File: src/rtl/rvc_asap_5pl_dmem_arb_pkg.sv
// Shared types for the data-memory port arbiter.
// Latency: n/a (types and constants only).
// Backpressure: n/a.
package rvc_asap_5pl_dmem_arb_pkg;

    // Arbitration mode: normal (core wins) or forced (ext wins this cycle)
    typedef enum logic {
        ARB_NORM  = 1'b0,
        ARB_FORCE = 1'b1
    } t_arb_state;

    // Which master the read data returning in Q104H belongs to
    typedef enum logic [1:0] {
        OWN_NONE = 2'd0,
        OWN_CORE = 2'd1,
        OWN_EXT  = 2'd2
    } t_rd_owner;

    localparam int DEFAULT_STARVE_LIMIT = 4;
    localparam int DEFAULT_CNT_W        = 4;

endpackage

File: src/rtl/rvc_asap_5pl_dmem_arb.sv
// Core/ext arbiter for the shared data-memory port; read data returned to issuing master.
// Latency: grant combinational in request cycle; read data one cycle after grant.
// Backpressure: ext waits (held ExtReq) while core busy; core stalled one cycle when ext is force-granted.
module rvc_asap_5pl_dmem_arb
    import rvc_asap_5pl_dmem_arb_pkg::*;
#(
    parameter int STARVE_LIMIT = DEFAULT_STARVE_LIMIT,
    parameter int CNT_W        = DEFAULT_CNT_W
) (
    input  logic        i_Clock,
    input  logic        i_Rst,
    // core side
    input  logic        i_CoreReqQ103H,
    input  logic        i_CoreWrEn,
    input  logic [31:0] i_CoreAddr,
    input  logic [31:0] i_CoreWrData,
    input  logic [3:0]  i_CoreByteEn,
    input  logic        i_CoreSignExt,
    output logic        o_CoreStall,
    output logic [31:0] o_CoreRdDataQ104H,
    // ext loader / debug side
    input  logic        i_ExtReq,
    input  logic        i_ExtWrEn,
    input  logic [31:0] i_ExtAddr,
    input  logic [31:0] i_ExtWrData,
    input  logic [3:0]  i_ExtByteEn,
    output logic        o_ExtGnt,
    output logic [31:0] o_ExtRdData,
    output logic        o_ExtRdValid,
    // memory wrapper side
    output logic [31:0] o_MemAddr,
    output logic [31:0] o_MemWrData,
    output logic [3:0]  o_MemByteEn,
    output logic        o_MemWrEn,
    output logic        o_MemRdEn,
    output logic        o_MemSignExt,
    input  logic [31:0] i_MemRdDataQ104H
);

    localparam logic [CNT_W-1:0] LIMIT = CNT_W'(STARVE_LIMIT);

    t_arb_state       r_state;
    t_rd_owner        r_rd_owner;
    logic [CNT_W-1:0] r_starve_cnt;

    logic             w_core_gnt;
    logic             w_ext_gnt;
    logic             w_core_stall;
    logic [CNT_W-1:0] w_cnt_inc;
    t_rd_owner        w_rd_owner_nxt;

    // Saturating increment so the counter can never wrap past the limit
    assign w_cnt_inc = (r_starve_cnt >= LIMIT) ? LIMIT : (r_starve_cnt + CNT_W'(1));

    // Grant decision: forced ext slot first, then core priority, then idle-slot ext; nothing in reset
    always_comb begin
        w_core_gnt   = 1'b0;
        w_ext_gnt    = 1'b0;
        w_core_stall = 1'b0;
        if (i_Rst) begin
            if (r_state == ARB_FORCE) begin
                w_ext_gnt    = 1'b1;
                w_core_stall = i_CoreReqQ103H;
            end else if (i_CoreReqQ103H) begin
                w_core_gnt = 1'b1;
            end else if (i_ExtReq) begin
                w_ext_gnt = 1'b1;
            end
        end
    end

    // Memory port mux from the granted master; all-zero when idle
    always_comb begin
        o_MemAddr    = '0;
        o_MemWrData  = '0;
        o_MemByteEn  = '0;
        o_MemWrEn    = 1'b0;
        o_MemRdEn    = 1'b0;
        o_MemSignExt = 1'b0;
        if (w_core_gnt) begin
            o_MemAddr    = i_CoreAddr;
            o_MemWrData  = i_CoreWrData;
            o_MemByteEn  = i_CoreByteEn;
            o_MemWrEn    = i_CoreWrEn;
            o_MemRdEn    = ~i_CoreWrEn;
            o_MemSignExt = i_CoreSignExt;
        end else if (w_ext_gnt) begin
            o_MemAddr    = i_ExtAddr;
            o_MemWrData  = i_ExtWrData;
            o_MemByteEn  = i_ExtByteEn;
            o_MemWrEn    = i_ExtWrEn;
            o_MemRdEn    = ~i_ExtWrEn;
        end
    end

    // Owner of next cycle's read data; writes and idle cycles return nothing
    always_comb begin
        w_rd_owner_nxt = OWN_NONE;
        if (w_core_gnt && !i_CoreWrEn) begin
            w_rd_owner_nxt = OWN_CORE;
        end else if (w_ext_gnt && !i_ExtWrEn) begin
            w_rd_owner_nxt = OWN_EXT;
        end
    end

    // Starvation FSM: count core-vs-ext conflicts, force one ext slot on reaching the limit
    always_ff @(posedge i_Clock) begin
        if (!i_Rst) begin
            r_state      <= ARB_NORM;
            r_starve_cnt <= '0;
        end else begin
            case (r_state)
                ARB_FORCE: begin
                    r_state      <= ARB_NORM;
                    r_starve_cnt <= '0;
                end
                default: begin
                    if (i_CoreReqQ103H && i_ExtReq) begin
                        r_starve_cnt <= w_cnt_inc;
                        if (w_cnt_inc == LIMIT) begin
                            r_state <= ARB_FORCE;
                        end
                    end else begin
                        // ext served in an idle slot, or ext dropped its request
                        r_starve_cnt <= '0;
                    end
                end
            endcase
        end
    end

    // Read-return owner flop
    always_ff @(posedge i_Clock) begin
        if (!i_Rst) begin
            r_rd_owner <= OWN_NONE;
        end else begin
            r_rd_owner <= w_rd_owner_nxt;
        end
    end

    // Gating with i_Rst drops a read that was in flight when reset arrives
    assign o_ExtGnt          = w_ext_gnt;
    assign o_CoreStall       = w_core_stall;
    assign o_ExtRdValid      = i_Rst && (r_rd_owner == OWN_EXT);
    assign o_ExtRdData       = o_ExtRdValid ? i_MemRdDataQ104H : 32'h0;
    assign o_CoreRdDataQ104H = (i_Rst && (r_rd_owner == OWN_CORE)) ? i_MemRdDataQ104H : 32'h0;

endmodule

File: config.mk
export PLATFORM = sky130hd
export DESIGN_NAME = rvc_asap_5pl_dmem_arb
export DESIGN_NICKNAME = d
export VERILOG_FILES = /design/src/rtl/rvc_asap_5pl_dmem_arb_pkg.sv /design/src/rtl/rvc_asap_5pl_dmem_arb.sv
export SDC_FILE = /design/constraint.sdc
export NUM_CORES = 1
export LEC_CHECK = 0
export CAP_MARGIN = 25
export CORE_AREA = 2 2 121 123
export DETAILED_ROUTE_END_ITERATION = 12
export DIE_AREA = 0 0 123 125
export GPL_TIMING_DRIVEN = 0
export PLACE_DENSITY = 0.51
export SLEW_MARGIN = 0
export SYNTH_ARGS = -nofsm -noshare
export SYNTH_HDL_FRONTEND = slang
export SYNTH_SLANG_ARGS = --single-unit
File: constraint.sdc
create_clock -name i_Clock -period 3.2 [get_ports i_Clock]
set_clock_uncertainty 0.15 [all_clocks]
set_input_delay 0.48 -clock i_Clock [delete_from_list [all_inputs] [get_ports i_Clock]]
set_output_delay 0.48 -clock i_Clock [all_outputs]
set_load 0.1 [all_outputs]
==> summary.md <==
| Metric | Value |
|---|---|
| Share of the synthesized area in the top cell type | 42.18% |
| Largest voltage drop on the vdd net | 0.1178 mV |
| Commonest non-fill, non-tap cells in the layout | 175 x sky130_fd_sc_hd__clkdlybuf4s50_1, 90 x sky130_fd_sc_hd__clkdlybuf4s15_2, 69 x sky130_fd_sc_hd__a22o_1 |
| Count of state elements after synthesis | 7 |
| Placement Setup Slack | -0.6053 ns |
| CTS H-tree depth | 1 |
| Capturing element of the worst setup path | o_ExtGnt |
| Distinct cell type count of the synthesized netlist | 20 |
| Share of final-layout standard cells stronger than drive strength 1 | 30.54% |
| Crit path kind | primary input to primary output |
| Post-synthesis instance area | 1433 um2 |
| Number of remaining DRC errors | 0 |
| Unrepaired setup endpoints after global routing | false |
| Number of buffers added for setup after CTS | 0 |
| Met2 capacity usage during global routing | 25.87% |
| Share of total power in the clock network | 16.2% |
| Final slew viol count | 0 |
| Number of antenna violations at the first check in global routing | 0 |
| Worst Slack Setup Final | 0.1014 ns |
| Final setup violation count | 0 |
| Arr. time, crit path | 2.47 ns |
| Worst r2r src | r_state$_SDFF_PP0_ |
| Sum of negative setup slack | 0 ns |
| Share of total power consumed by net switching | 54.65% |
| Proportion of synthesized chip area in sequential cells | 9.782% |
| Y dimension of the die | 125 um |
| Yosys warning count | 0 |
| Clock tree from TritonCTS | done |
| Number of hold buffers added after CTS | 0 |
| Hold path start | r_starve_cnt[3]$_SDFF_PP0_ |
| Actual slew at the worst max-slew pin | 0.9979 ns |
| Crit path launch type | primary input |
| Crit path required time | 2.57 ns |
| Global routing usage summed across all routing layers | 12.23% |
| Overflow left after global routing | 0 |
| Internal power | 594.1 uW |
| Overall power of the completed layout | 1310 uW |
| Core Box Area | 14200 um2 |
| Die width | 123 um |
| Global-route track usage on met1 | 11.30% |
| Wire length reported by the detailed router | 10360 um |
| Sequential power share | 7.0% |
| Via/cell ratio | 3.947 |
| Biggest fanout along the worst timing path | 10 |
| Critical register-to-register path endpoint | r_starve_cnt[0]$_SDFF_PP0_ |
| Grt met3 use | 2.920% |
| Layout filler cell count | 1515 |
| Post-synthesis cell count | 185 |
| N_diodes | 0 |
| Clk pin slew, worst setup/hold paths | 0.04 ns |
| Top cells by area, synth | sky130_fd_sc_hd__a22o_1 42%, sky130_fd_sc_hd__and2_1 29%, sky130_fd_sc_hd__dfxtp_1 9.8% |
| Detailed router's first-iteration violation count | 61 |
| Status | complete, no violations |
| Antenna-violating nets left | 0 |
| HPWL after detailed placement | 9235 um |
| Power density normalized to cell area | 269.3 nW/um2 |
| Hold violation total from the final report | 0 |
| Critical Path Start | i_ExtReq |
| Net count after synthesis | 361 |
| Routability congestion estimate from global placement | 0.7966 |
| CP Depth | 6 |
| Fraction of the core area covered by cells at the end of the flow | 34.24% |
| Initial Utilization | 10.09% |
| Area growth from synthesis to layout | 239.5% |
| Global route hottest layer | met2 |
| Critical Path, Cell by Cell | clkdlybuf4s50_1 -> nor2b_1 -> o21a_1 -> buf_6 -> buf_6 -> dlygate4sd2_1 |
| Insertion delay of the later-clocked pin in the worst-skew pair | 0.23 ns |
| Portion of the clock cycle consumed by the worst path in the final layout | 96.83% |
| Hold Crit Class | flop to flop |
| Nature of the critical path endpoint | primary output |
| Clock Sinks | 7 |
| Pin count of the biggest net entering global routing | 11 |
| Number of rows in the core area | 44 |
| Vias in the first global route | 2813 |
| IO Pins | 313 |
| Number of I/O port buffers | 312 |
| Full die area | 15380 um2 |
| Worst relative slew slack | 33.74% |
| Number of buffers created by CTS | 3 |
| Detailed-router iteration count before antenna repair | 3 |
| Delay contributed by the slowest stage of the critical path | 0.89 ns |
| Cell family with the largest share of critical-path delay | buffers and inverters |
| Sw power | 715.8 uW |
| Buffers & Inverters on Critical Path | 4 |
| Largest area contributor in the netlist | sky130_fd_sc_hd__a22o_1 |
| Number of max-capacitance violations reported | 0 |
| Global-route wire length before repair | 14990 um |
| Number of nets in the layout | 678 |
| LEAKAGE | 0.002019 uW |
| Highest attainable clock frequency | 322.7 MHz |
| Commonest non-fill, non-tap cell in the layout | sky130_fd_sc_hd__clkdlybuf4s50_1 |
| Mean post-synth cell area | 7.744 um2 |
| Number of buffers on the longest clock path | 2 |
| Power share of the combinational group | 76.7% |
| Register-to-register path setup slack | 1.86 ns |
| Highest-delay cell along the critical path | sky130_fd_sc_hd__dlygate4sd2_1 |
| Via count | 2704 |
| Hold slack | 0.3021 ns |
| Most common cell on crit path | sky130_fd_sc_hd__buf_6 |
| Wire length per cell after detailed routing | 15.12 um |
| CTS Root Cell | sky130_fd_sc_hd__clkbuf_16 |
| Minimum clock period after layout | 3.099 ns |
| Register-to-Register Path Depth | 4 |
-- power groups by stage --
stage | Combinational (uW) | Sequential (uW) | Clock (uW)
finish | 1000 | 92.3 | 213
global placement | 1030 | 93.3 | 0
global route | 1040 | 92.6 | 222
floorplan | 643 | 93.1 | 0
detailed placement | 1030 | 93.6 | 0
CTS | 1010 | 92.2 | 215
-- cell families (layout without fill, tap and decap cells) --
group | after synthesis | after routing | share of synthesized area, %
AO/OA/AOI/OAI | 72 | 72 | 43.58
adder cells (fa/ha/maj) | 1 | 1 | 0.8732
buffers and inverters | 23 | 339 | 11.00
flip-flops | 7 | 7 | 9.781
other | 1 | 1 | 0.2618
AND/OR/NAND/NOR | 81 | 81 | 34.50
-- state kept, by name (all words and copies together), names as in the netlist --
signal / count
r_rd_owner: 2
r_state: 1
r_starve_cnt: 4
-- layer usage --
layer  share of wire, %  wire length, um
met5                  0                0
met4                1.1              113
met3                 10             1053
met2                 56             5814
met1                 33             3378
-- worst register-to-register path: cells and delay by family, from the launching register on --
kind / cells / cell delay, ns
buf+inv: 1 / 0.23
flops: 1 / 0.32
simple gates: 3 / 0.55
-- final cells by class --
cell class | instances | area, um2 | area share [%]
sequential | 7 | 140.1 | 2.881
timing repair buffer | 312 | 3118 | 64.11
buffer | 22 | 153.9 | 3.164
clock inverter | 1 | 5.005 | 0.1029
inverter | 1 | 3.754 | 0.07718
multi-input combinational | 155 | 1137 | 23.39
tap | 184 | 230.2 | 4.734
clock buffer | 3 | 75.07 | 1.544
-- synth_stat cells --
cell type and n:
sky130_fd_sc_hd__inv_1 1, sky130_fd_sc_hd__and3b_1 2, sky130_fd_sc_hd__nand3b_1 1, sky130_fd_sc_hd__clkbuf_1 5, sky130_fd_sc_hd__and3_1 1, sky130_fd_sc_hd__nand2_1 3
sky130_fd_sc_hd__a21oi_1 1, sky130_fd_sc_hd__and2_1 66, sky130_fd_sc_hd__buf_2 9, sky130_fd_sc_hd__nor2b_1 2, sky130_fd_sc_hd__o21a_1 1, sky130_fd_sc_hd__a22o_1 69
sky130_fd_sc_hd__buf_6 8, sky130_fd_sc_hd__nor2_1 4, sky130_fd_sc_hd__dfxtp_1 7, sky130_fd_sc_hd__nor4_1 1, sky130_fd_sc_hd__conb_1 1, sky130_fd_sc_hd__ha_1 1
sky130_fd_sc_hd__a21o_1 1, sky130_fd_sc_hd__nor3_1 1
-- repair_timing --
action | in CTS | in global routing
resized for setup | 431 | 32
endpoints found under the setup margin | 137 | 53
cloned | 0 | 0
pin swaps | 0 | 0
-- stage by stage --
stage               cells  instance area, um2
CTS                   685                4937
global route          685                4863
global placement      681                4786
finish                685                4863
detailed placement    681                4786
floorplan             185                1433
-- worst min-delay path by stage --
stage / to / slack, ns / depth (start not counted)
4_1_cts: r_starve_cnt[0]$_SDFF_PP0_ / 0.30 / 1
3_3_place_gp: r_starve_cnt[0]$_SDFF_PP0_ / 0.28 / 1
5_1_grt: r_starve_cnt[0]$_SDFF_PP0_ / 0.32 / 1
6_report: r_starve_cnt[0]$_SDFF_PP0_ / 0.30 / 1
3_5_place_dp: r_starve_cnt[0]$_SDFF_PP0_ / 0.29 / 1
2_1_floorplan: r_starve_cnt[0]$_SDFF_PP0_ / 0.27 / 1
(Power assumes the default switching activity.)
